[src/rtl/reg_bank.sv]
// reg_bank: a bank of DEPTH registers, each WIDTH bits wide, for the 8-bit CPU datapath.
// A register is loaded from the shared bus or modified in place (inc/dec/clr/shl/shr).
// A register can be driven back onto the bus under output enable.
// Two combinational operand ports feed the ALU.
// SWAP needs two writes but the bank has one write port, so SWAP runs as IDLE -> SWAP2 -> IDLE.
// The original destination value is parked in a temp register between the two steps.
// Selects at or above DEPTH address nothing: their writes vanish and their reads return zero.
module reg_bank #(
    parameter int WIDTH  = 8,
    parameter int DEPTH  = 4,
    parameter int ADDR_W = 2
) (
    input  logic              clk,
    input  logic              rst,
    input  logic              op_valid,
    output logic              op_ready,
    input  logic [2:0]        op_code,
    input  logic [ADDR_W-1:0] dst_sel,
    input  logic [ADDR_W-1:0] src_sel,
    input  logic [WIDTH-1:0]  bus_in,
    input  logic              out_en,
    input  logic [ADDR_W-1:0] out_sel,
    output logic [WIDTH-1:0]  bus_out,
    output logic              bus_drive,
    input  logic [ADDR_W-1:0] a_sel,
    input  logic [ADDR_W-1:0] b_sel,
    output logic [WIDTH-1:0]  alu_a,
    output logic [WIDTH-1:0]  alu_b,
    output logic              op_done,
    output logic              zero_flag,
    output logic              carry_flag
);

    localparam logic [2:0] OP_NOP  = 3'b000;
    localparam logic [2:0] OP_LOAD = 3'b001;
    localparam logic [2:0] OP_INC  = 3'b010;
    localparam logic [2:0] OP_DEC  = 3'b011;
    localparam logic [2:0] OP_CLR  = 3'b100;
    localparam logic [2:0] OP_SWAP = 3'b101;
    localparam logic [2:0] OP_SHL  = 3'b110;
    localparam logic [2:0] OP_SHR  = 3'b111;

    localparam logic [0:0] S_IDLE  = 1'b0;
    localparam logic [0:0] S_SWAP2 = 1'b1;

    logic [WIDTH-1:0]  r_regs [DEPTH];
    logic [WIDTH-1:0]  r_temp;
    logic [ADDR_W-1:0] r_swapSrc;
    logic [0:0]        r_state;
    logic              r_opDone;
    logic              r_zero;
    logic              r_carry;

    logic              w_opReady;
    logic              w_accept;
    logic              w_isSwap;
    logic              w_isModify;
    logic              w_dstOk;
    logic [WIDTH-1:0]  w_dstVal;
    logic [WIDTH-1:0]  w_srcVal;
    logic [WIDTH-1:0]  w_result;
    logic              w_carryNext;

    // Mux one register out of the bank; selects past the last register read as zero.
    function automatic logic [WIDTH-1:0] readReg(input logic [WIDTH-1:0] regs [DEPTH],
                                                 input logic [ADDR_W-1:0] sel);
        logic [WIDTH-1:0] value;
        value = '0;
        for (int i = 0; i < DEPTH; i++) begin
            if (sel == ADDR_W'(i)) begin
                value = regs[i];
            end
        end
        return value;
    endfunction

    // True when the select addresses a register that physically exists.
    function automatic logic inRange(input logic [ADDR_W-1:0] sel);
        logic hit;
        hit = 1'b0;
        for (int i = 0; i < DEPTH; i++) begin
            if (sel == ADDR_W'(i)) begin
                hit = 1'b1;
            end
        end
        return hit;
    endfunction

    // Handshake decode: requests are taken only while idle.
    // A SWAP is split from the single-cycle ops that write one register and update flags.
    always_comb begin
        w_opReady  = (r_state == S_IDLE);
        w_accept   = op_valid && w_opReady;
        w_isSwap   = (op_code == OP_SWAP);
        w_isModify = (op_code != OP_NOP) && (op_code != OP_SWAP);
        w_dstOk    = inRange(dst_sel);
        w_dstVal   = readReg(r_regs, dst_sel);
        w_srcVal   = readReg(r_regs, src_sel);
    end

    // Compute the value a single-cycle op writes back.
    // Also compute the carry it reports: the wrap, the borrow or the bit shifted out.
    always_comb begin
        w_result    = w_dstVal;
        w_carryNext = 1'b0;
        case (op_code)
            OP_LOAD: begin
                w_result    = bus_in;
                w_carryNext = 1'b0;
            end
            OP_INC: begin
                {w_carryNext, w_result} = {1'b0, w_dstVal} + {{WIDTH{1'b0}}, 1'b1};
            end
            OP_DEC: begin
                w_result    = w_dstVal - WIDTH'(1);
                w_carryNext = (w_dstVal == '0);
            end
            OP_CLR: begin
                w_result    = '0;
                w_carryNext = 1'b0;
            end
            OP_SHL: begin
                w_result    = {w_dstVal[WIDTH-2:0], 1'b0};
                w_carryNext = w_dstVal[WIDTH-1];
            end
            OP_SHR: begin
                w_result    = {1'b0, w_dstVal[WIDTH-1:1]};
                w_carryNext = w_dstVal[0];
            end
            default: begin
                w_result    = w_dstVal;
                w_carryNext = 1'b0;
            end
        endcase
    end

    // Sequence ops.
    // SWAP parks in SWAP2 for one cycle and remembers where the second write goes.
    // op_done follows the final write of every op, NOP included.
    always_ff @(posedge clk) begin
        if (rst) begin
            r_state   <= S_IDLE;
            r_opDone  <= 1'b0;
            r_swapSrc <= '0;
        end else begin
            r_opDone <= 1'b0;
            case (r_state)
                S_IDLE: begin
                    if (w_accept) begin
                        if (w_isSwap) begin
                            r_state   <= S_SWAP2;
                            r_swapSrc <= src_sel;
                        end else begin
                            r_opDone <= 1'b1;
                        end
                    end
                end
                S_SWAP2: begin
                    r_state  <= S_IDLE;
                    r_opDone <= 1'b1;
                end
                default: begin
                    r_state <= S_IDLE;
                end
            endcase
        end
    end

    // Register file writes, one port per cycle.
    // The second half of a SWAP writes the parked value to the captured source.
    // Otherwise the accepted op writes its destination.
    // Selects that match no register write nothing.
    always_ff @(posedge clk) begin
        if (rst) begin
            for (int i = 0; i < DEPTH; i++) begin
                r_regs[i] <= '0;
            end
            r_temp <= '0;
        end else if (r_state == S_SWAP2) begin
            for (int i = 0; i < DEPTH; i++) begin
                if (r_swapSrc == ADDR_W'(i)) begin
                    r_regs[i] <= r_temp;
                end
            end
        end else if (w_accept && w_isSwap) begin
            r_temp <= w_dstVal;
            for (int i = 0; i < DEPTH; i++) begin
                if (dst_sel == ADDR_W'(i)) begin
                    r_regs[i] <= w_srcVal;
                end
            end
        end else if (w_accept && w_isModify) begin
            for (int i = 0; i < DEPTH; i++) begin
                if (dst_sel == ADDR_W'(i)) begin
                    r_regs[i] <= w_result;
                end
            end
        end
    end

    // Status flags describe the last real write.
    // NOP, SWAP and writes to a missing register leave them alone.
    always_ff @(posedge clk) begin
        if (rst) begin
            r_zero  <= 1'b0;
            r_carry <= 1'b0;
        end else if (w_accept && w_isModify && w_dstOk) begin
            r_zero  <= (w_result == '0);
            r_carry <= w_carryNext;
        end
    end

    // Read side: ALU operands and the bus driver come straight from the current contents.
    // The bus driver runs independently of any op in flight.
    always_comb begin
        alu_a      = readReg(r_regs, a_sel);
        alu_b      = readReg(r_regs, b_sel);
        bus_out    = out_en ? readReg(r_regs, out_sel) : '0;
        bus_drive  = out_en;
        op_ready   = w_opReady;
        op_done    = r_opDone;
        zero_flag  = r_zero;
        carry_flag = r_carry;
    end

endmodule

[config.mk]
export PLATFORM = sky130hd
export DESIGN_NAME = reg_bank
export DESIGN_NICKNAME = d
export VERILOG_FILES = /design/src/rtl/reg_bank.sv
export SDC_FILE = /design/constraint.sdc
export NUM_CORES = 1
export LEC_CHECK = 0
export CAP_MARGIN = 20
export CORE_MARGIN = 8
export CORE_UTILIZATION = 25
export CTS_BUF_LIST = sky130_fd_sc_hd__clkbuf_4
export CTS_CLUSTER_SIZE = 14
export DETAILED_ROUTE_END_ITERATION = 12
export GPL_ROUTABILITY_DRIVEN = 0
export PLACE_DENSITY = 0.45
export SLEW_MARGIN = 20
export SYNTH_ARGS = -nofsm -noshare
export SYNTH_HDL_FRONTEND = slang
export SYNTH_SLANG_ARGS = --single-unit
[constraint.sdc]
create_clock -name clk -period 4.3 [get_ports clk]
set_input_delay 0.43 -clock clk [delete_from_list [all_inputs] [get_ports clk]]
set_output_delay 0.43 -clock clk [all_outputs]
set_load 0.05 [all_outputs]
Word level (Yosys, flattened, before mapping)
Cells that the tools add are included.
{ "word_totals": {"regBits": 46, "in_bits": 25} }
{ "op_classes": {"add_sub_neg": 2, "eq_ne": 38, "muxes": 48, "bitwise_logic": 1, "n_reduce_logical": 21} }
{ "ops": {"columns": ["op", "n"], "rows": [
  ["two-way mux 8 bit", 33],
  ["two-way mux 32 bit", 3],
  ["case mux 8 bit (6 select lines)", 1],
  ["inequality test 3 bit (second input constant)", 9],
  ["== test 2 bit (second input constant)", 12],
  ["zero test 8 bit", 2],
  ["AND reduction 4 bit", 4],
  ["== test 2 x 1 -> 1 bit (second input constant)", 6],
  ["== test 3 bit (second input constant)", 4],
  ["zero test 2 bit", 6],
  ["adder 8 x 1 -> 9 bit (second input constant)", 1],
  ["two-way mux 1 bit", 8],
  ["inequality test 2 x 1 -> 1 bit (second input constant)", 4],
  ["subtractor 8 x 1 -> 8 bit (second input constant)", 1],
  ["== test 3 x 2 -> 1 bit (second input constant)", 2],
  ["nonzero test 3 bit", 2],
  ["logical AND 1 bit", 5],
  ["case mux 1 bit (2 select lines)", 2],
  ["case mux 1 bit (4 select lines)", 1],
  ["== test 3 x 1 -> 1 bit (second input constant)", 1],
  ["AND reduction 3 bit", 1],
  ["AND reduction 2 bit", 1],
  ["NOT 1 bit", 1]
]} }

Longest topological paths before layout
Gate-level depths: netlist of run 1.
{ "depth": {"depth_word": 11, "mapped_depth": 12} }

Worst setup path before layout of run 1
OpenSTA, ideal clock, no wires.
{ "synth_path": {"path_kind": "in2reg", "from": "input dst_sel[0]", "to": "register r_zero (netlist: zero_flag)", "setup_time_ns": 0.061, "t_arrival_ns": 2.793, "setup_slack_ns": 1.446, "cell_stages": 12, "path_cell_list": "buf_6 > mux4_2 > clkbuf_1 > inv_1 > ha_1 > nand2b_1 > o21ba_2 > o2bb2ai_1 > nor4_1 > o211ai_1 > nor4_1 > a32o_1"} }
{ "synth_via": {"elab_chain_len": 8} }
{ "synth_lines": {"columns": ["element", "line", "text"], "rows": [
  ["start: declaration", "18", "input logic [ADDR_W-1:0] dst_sel,"],
  ["zero test 2 bit", "70, 82", null],
  ["two-way mux 8 bit (4 in a row)", "70", "if (sel == ADDR_W'(i)) begin"],
  ["subtractor 8 x 1 -> 8 bit / adder 8 x 1 -> 9 bit (equally long branches)", "115, 112", null],
  ["case mux 8 bit (6 select lines)", "106", "case (op_code)"],
  ["zero test 8 bit", "208", "r_zero <= (w_result == '0);"],
  ["end signal: assignment", "208", null],
  ["end: declaration", "51", "logic r_zero;"]
]} }
Several ways; a longest one is shown, not always the timed one.
A chain may end at the register's enable or synchronous reset.

Final worst setup path of run 1
Ends and elaborated chain as after synthesis.

==> metrics.csv, run 1 <==
stage;metric;value;unit
synthesis;syn_nets;439;
grt;grt.total_usage;13.3;%
drt;wl_per_cell;19.6;µm
sta;worst_slew_pin_slew;758;ps
floorplan;dieWidth;136;µm
floorplan;row_count;44;
drt;drc;0;
floorplan;io_pins;54;
placed_design;port_buffers;53;
finish;syn_to_final_growth;22.2;%
outcome;status;finished, final reports clean;
sta;report.final.slew_viol_count;0;
synthesis;synthFlopType;dfxtp_1;
critical_path;worst_r2r_startpoint;r_regs[0];
floorplan;coreArea;14300;µm²
sta;period_minus_slack;3360;ps
critical_path;cp-startpoint;dst_sel[0];
finish;ff_latch_area;921;µm²
synthesis;synthArstFlopShare;0;%
synthesis;synth-edff-count;0;
clock_network;post_cts_buffers;0;
critical_path;crit_type;in2reg;
drt;postRouteAntennaNets;0;
finish;drive_gt1_share;15.2;%
grt;grt_pass1_wl;19500;µm
grt;grt_pass1_vias;3306;
critical_path;worstPathMaxFanout;20;
sta;slew_headroom;49.3;%
clock_network;clk_latency;360;ps
sta;tns;0;ps
clock_network;clkTransAtPathRegs;140;ps
clock_network;clock_path_buffers;2;
synthesis;ys_types;52;
sta;final-hold-violation-count;0;
clock_network;cts_hold_buffers;0;
finish;n_fill_cell;1542;
clock_network;h-tree-depth;2;
worst_hold_path;hold_start;r_temp[5];
placed_design;dpl.cell_count;623;
floorplan;dieArea;18500;µm²
power_and_ir_drop;power;0.00113;W
drt;via_per_inst;5.45;
worst_hold_path;hold_path_class;reg2reg;
placed_design;hpwl;9150;µm
critical_path;critPathMaxStageDelay;690;ps
power_and_ir_drop;max-vdd-ir-drop;0.160;mV
synthesis;yosys.area.top_type_share;25.5;%
critical_path;worstPathRequired;4610;ps
finish;multi_input_area;2490;µm²
power_and_ir_drop;power.density;257;nW/µm²
clock_network;cts_sinks;46;
finish;final_cells;631;
critical_path;critPathMostFrequentCell;nor4_1;
drt;dr.first_iter.drc_count;263;
clock_network;cts_made_buffers;5;
critical_path;crit_cells;12;
sta;skew;9.88;ps
clock_network;cts_resized;0;
flow_run;drv_cap;0;
sta;rsz0062_at_grt;false;
synthesis;yosysWarnings;0;
synthesis;yosysTopAreaCell;dfxtp_1;
clock_network;cts-root-buf;clkbuf_4;
synthesis;syn_area;3610;µm²
grt;grt_max_degree;44;
power_and_ir_drop;leakage;1.45;nW
synthesis;yosys-top-cells-area;dfxtp_1 (26%), mux4_2 (25%), a211oi_1 (6.5%);
synthesis;seq_area_frac_synth;25.5;%
sta;fin_crit_sh;78.1;%
drt;drt_pass1_iterations;4;
critical_path;crit_chain;clkdlybuf4s50_1, buf_4, mux4_2, inv_1, ha_1, nand2b_1, o21ba_2, o2bb2ai_1, nor4_1, o211ai_1, nor4_1, a32o_1;
synthesis;avgSynthCellArea;8.78;µm²
critical_path;cp_slowest_cell;mux4_2;
finish;n_antenna_cell;0;
finish;nets;474;
floorplan;start_util;25.2;%
finish;fin_util;30.8;%
critical_path;reg2reg_slack;1430;ps
critical_path;reg2reg_depth;10;
critical_path;worst_setup_path_end_kind;register;
synthesis;syn_inst;411;
critical_path;worst-path-buf-inv;3;
worst_hold_path;worst_hold_path.num_cells;2;
grt;gr-total-overflow;0;
floorplan;die_y;136;µm
critical_path;startpoint_type;input port;
drt;postRouteWirelength;12400;µm
sta;holdWs;470;ps
sta;fmaxAchievable;298;MHz
sta;setup_violations;0;
drt;dr_total_vias;3438;
grt;antenna_found_initial;0;
critical_path;crit_arrival;3670;ps
synthesis;ys_ff_latch;46;
critical_path;critPathTopFamily;buffers and inverters;
clock_network;tritoncts;built;
-- logic make-up after synthesis --
family	Yosys count	share of synthesized area, %
and+or+nand+nor	149	19.9
AOI/OAI and AO/OA	119	21.8
buffers and inverters	49	5.45
DFF	46	25.5
muxes	43	25.8
adders and majority gates	3	1.04
xor gates and xnor gates	2	0.486
-- flip-flops by register name, indices dropped and copies added, names as in the netlist --
signal      flops
carry_flag      1
op_done         1
r_regs         32
r_swapSrc       2
r_temp          8
zero_flag       1
r_state         1
-- layer usage --
layer	up-vias	GRT usage, %	part of all wire, %
met5	-	0	0
met4	0	2.62	0.89
met3	6	1.48	3.4
met2	69	22.6	50
met1	1730	17.8	45
li1	1633	-	-
-- cell usage in the layout, fill, tap and decap left out, drive strengths merged, types with 2 or more instances in the layout --
master	netlist	layout
nand2b	12	12
nor4	6	6
a41oi	2	2
ha	3	3
and3	3	3
a21oi	38	38
o211ai	2	2
a22oi	2	2
nor2b	8	8
o2bb2ai	2	2
clkdlybuf4s50	0	53
and2	10	10
o31ai	4	4
mux2i	3	3
clkbuf	34	6
nor2	49	49
a2111oi	2	2
dfxtp	46	46
mux4	40	40
a31oi	7	7
a221oi	2	2
nor3	5	5
a22o	2	2
o21ai	13	13
a211oi	31	31
nor3b	4	4
xor2	2	2
nand3	10	10
o32ai	2	2
inv	7	7
nand2	35	35
buf	7	16
-- worst register-to-register path: cells and delay by family, from the launching register on --
kind / cells / cell delay [ps]
and+or+nand+nor: 3 / 740
AOI/OAI and AO/OA: 4 / 660
muxes: 1 / 640
DFF: 1 / 400
adders and majority gates: 1 / 250
buffers and inverters: 1 / 140
-- stage by stage --
step                worst slack, ps  area, µm²
finish                          940       4410
global route                    728       4410
CTS                             942       4410
detailed placement              564       4330
global placement                559       4330
floorplan                      1450       3610
-- cell usage after synthesis, drive strengths merged (2+ instances only) --
cell / n
o2bb2ai: 2
a22oi: 2
a221oi: 2
a31oi: 7
and3: 3
a22o: 2
nor2b: 8
o31ai: 4
mux4: 40
mux2i: 3
nor3b: 4
inv: 7
a41oi: 2
o211ai: 2
nand2: 35
a211oi: 31
nor2: 49
ha: 3
and2: 10
o32ai: 2
a21oi: 38
dfxtp: 46
a2111oi: 2
xor2: 2
clkbuf: 34
nand2b: 12
nor4: 6
nor3: 5
nand3: 10
o21ai: 13
buf: 7
-- report_power, final --
| part | internal [W] | switching, W | leakage, nW | total (W) |
|---|---|---|---|---|
| Clock | 0.000129 | 0.000150 | 0.0419 | 0.000279 |
| Combinational | 0.000158 | 0.000225 | 1.04 | 0.000383 |
| Sequential | 0.000445 | 0.0000275 | 0.374 | 0.000473 |
-- path summary, 6_finish.rpt --
check	endpoint
max	zero_flag
min	r_temp[5]
max reg2reg	zero_flag
min reg2reg	r_temp[5]
-- final cells by class --
| class | instances | share of cell area [%] |
|---|---|---|
| tap | 184 | 5.22 |
| timing repair buffer | 69 | 14.8 |
| clock buffer | 6 | 1.02 |
| clock inverter | 2 | 0.851 |
| multi-input combinational | 316 | 56.6 |
| sequential | 46 | 20.9 |
| inverter | 8 | 0.681 |
No activity file was read; power rests on OpenSTA's default activity.
==> run 2, diff against run 1 <==
==> constraint.sdc (replaced) <==
create_clock -name clk -period 3.35 [get_ports clk]
set_input_delay 0.335 -clock clk [delete_from_list [all_inputs] [get_ports clk]]
set_output_delay 0.335 -clock clk [all_outputs]
set_load 0.05 [all_outputs]
==> run 2 against run 1 <==
  * Global-route usage grew 0.66 points
  * Core utilization grew 1.4 points
  * Clock power shrank 2%
  * Sequential cell count is the same
  * Wire length grew 4.7%
  * Worst hold slack lost 2.7 ps
  * Register-to-register slack lost 960 ps
  * Design area grew 4.7%
  * Combinational power grew 39%
  * Total power grew 25%
  * Largest cell class unchanged
  * Largest power group unchanged
==> metrics.csv, run 2 (synthesis results as in run 1) <==
stage;metric;value;unit
critical_path;reg2reg_slack;470;ps
sta;fin_crit_sh;93.1;%
power_and_ir_drop;max-vdd-ir-drop;0.155;mV
drt;wl_met1;5790;µm
clock_network;clock_path_buffers;2;
critical_path;cp-startpoint;dst_sel[0];
flow_run;drv_cap;0;
finish;final_cell_mix;clkdlybuf4s50_1 (53), nor2_1 (48), dfxtp_1 (46), mux4_2 (40), buf_4 (40);
floorplan;coreArea;14300;µm²
clock_network;cts_made_buffers;5;
finish;syn_to_final_growth;27.9;%
critical_path;crit_arrival;3400;ps
worst_hold_path;holdPathEnd;r_temp[1];
grt;gr-total-overflow;0;
sta;fmaxAchievable;321;MHz
grt;grt_max_degree;44;
critical_path;reg2reg_depth;9;
drt;dr_total_vias;3538;
drt;highest_layer;met4;
power_and_ir_drop;power;0.00141;W
worst_hold_path;worst_hold_path.num_cells;2;
critical_path;worstPathMaxFanout;8;
clock_network;clk_latency;380;ps
critical_path;r2r_end;r_regs[11];
floorplan;io_pins;54;
sta;tns;0;ps
floorplan;die_y;136;µm
critical_path;worst_r2r_startpoint;r_regs[0];
finish;nets;501;
drt;met2_length;6530;µm
drt;postRouteWirelength;13000;µm
critical_path;startpoint_type;input port;
placed_design;port_buffers;53;
floorplan;row_count;44;
sta;slew_headroom;50.1;%
sta;final-hold-violation-count;0;
worst_hold_path;hold_path_class;reg2reg;
sta;worst_slew_pin_slew;747;ps
drt;drt_pass1_iterations;5;
drt;route.met3.wl;431;µm
critical_path;worstPathRequired;3640;ps
finish;top_register;r_regs;
critical_path;worst_setup_path_end_kind;register;
outcome;status;finished, final reports clean;
grt;grt_pass1_wl;20400;µm
clock_network;cts-root-buf;clkbuf_4;
clock_network;post_cts_buffers;0;
finish;drive_gt1_share;19.8;%
clock_network;cts_sinks;46;
clock_network;h-tree-depth;2;
drt;dr.first_iter.drc_count;307;
critical_path;crit_type;in2reg;
floorplan;dieWidth;136;µm
worst_hold_path;hold_start;r_temp[1];
floorplan;start_util;25.2;%
grt;grt_pass1_vias;3501;
floorplan;dieArea;18500;µm²
drt;postRouteAntennaNets;0;
clock_network;cts_resized;0;
clock_network;clkTransAtPathRegs;160;ps
grt;grt.total_usage;14.0;%
grt;antenna_found_initial;0;
drt;wl_per_cell;19.7;µm
finish;reg.largest.list;r_regs x32, r_temp x8, r_swapSrc x2;
finish;n_antenna_cell;0;
finish;largest_reg_flops;32;
power_and_ir_drop;leakage;1.59;nW
power_and_ir_drop;power.density;306;nW/µm²
sta;setup_violations;0;
drt;drc;0;
finish;final_common_cell;clkdlybuf4s50_1;
placed_design;hpwl;9750;µm
drt;via_per_inst;5.38;
sta;report.final.slew_viol_count;0;
clock_network;cts_hold_buffers;0;
sta;rsz0062_at_grt;false;
sta;skew;33.0;ps
sta;period_minus_slack;3120;ps
clock_network;tritoncts;built;
## run 2: changes by cell type in the layout (fill, tap and decap cells not counted)
cell / previous run / this run
buf_4: 16 / 40
buf_12: 0 / 2
clkinv_1: 1 / 3
buf_6: 0 / 1
bufinv_16: 1 / 0
clkbuf_4: 6 / 5
clkinv_4: 0 / 1
clkinvlp_4: 1 / 0
nor2_1: 49 / 48
nor2_2: 0 / 1
## run 2: critical path, stage by stage
cell,delay [ps]
clkdlybuf4s50_1,470
buf_4,180
mux4_2,580
buf_12,170
or4_1,490
a21boi_0,220
a211oi_1,100
o31ai_1,350
buf_4,180
a21oi_1,70
a211oi_1,240
## run 2: routing by layer
| metal | vias to the layer above | global-route usage, % |
|---|---|---|
| li1 | 1686 | - |
| met1 | 1760 | 18.6 |
| met3 | 15 | 1.63 |
| met4 | 0 | 4.09 |
| met2 | 77 | 23.2 |
| met5 | - | 0 |
## run 2: area by class of cell
type                            instances  area, µm²
Timing Repair Buffer                   96        882
Inverter                                8       30.0
Clock inverter                          3       16.3
Sequential cell                        46        921
Clock buffer                            5       37.5
Multi-Input combinational cell        316       2500
Tap cell                              184        230
Fill cell                            1535       9700
## run 2: through the flow
| stage | utilization [%] | cell area, µm² | std cells | hold WS [ps] | setup slack (ps) |
|---|---|---|---|---|---|
| finish | 32.2 | 4610 | 658 | 467 | 233 |
| global route | 32.2 | 4610 | 658 | 496 | 57.6 |
| CTS | 32.2 | 4610 | 658 | 467 | 207 |
| detailed placement | 31.9 | 4560 | 650 | 447 | -202 |
| global placement | 31.8 | 4550 | 649 | 445 | -123 |
| floorplan | - | 3610 | 411 | 436 | 591 |
## run 2: worst max path at each step
stage,slack [ps],cells past startpoint,end
6_report,230,11,r_regs[11]
3_3_place_gp,-120,11,r_regs[11]
3_5_place_dp,-200,11,r_regs[3]
5_1_grt,60,11,r_regs[11]
4_1_cts,210,11,r_regs[3]
2_1_floorplan,590,12,zero_flag
## run 2: power breakdown
part	switching, W	total (W)	internal [W]	leakage (nW)
combinational	0.000299	0.000533	0.000233	1.18
sequential	0.0000355	0.000607	0.000571	0.374
clock	0.000194	0.000273	0.0000790	0.0303
total	0.000529	0.00141	0.000884	1.59
==> run 3, diff against run 2 <==
--- a/config.mk
+++ b/config.mk
@@ -9,6 +9,7 @@
 export CORE_MARGIN = 8
 export CORE_UTILIZATION = 25
 export CTS_BUF_LIST = sky130_fd_sc_hd__clkbuf_4
+export CTS_CLUSTER_DIAMETER = 120
 export CTS_CLUSTER_SIZE = 14
 export DETAILED_ROUTE_END_ITERATION = 12
 export GPL_ROUTABILITY_DRIVEN = 0
==> results of run 3 <==
No change in the layout: final DEF, timing and power equal those of run 2.
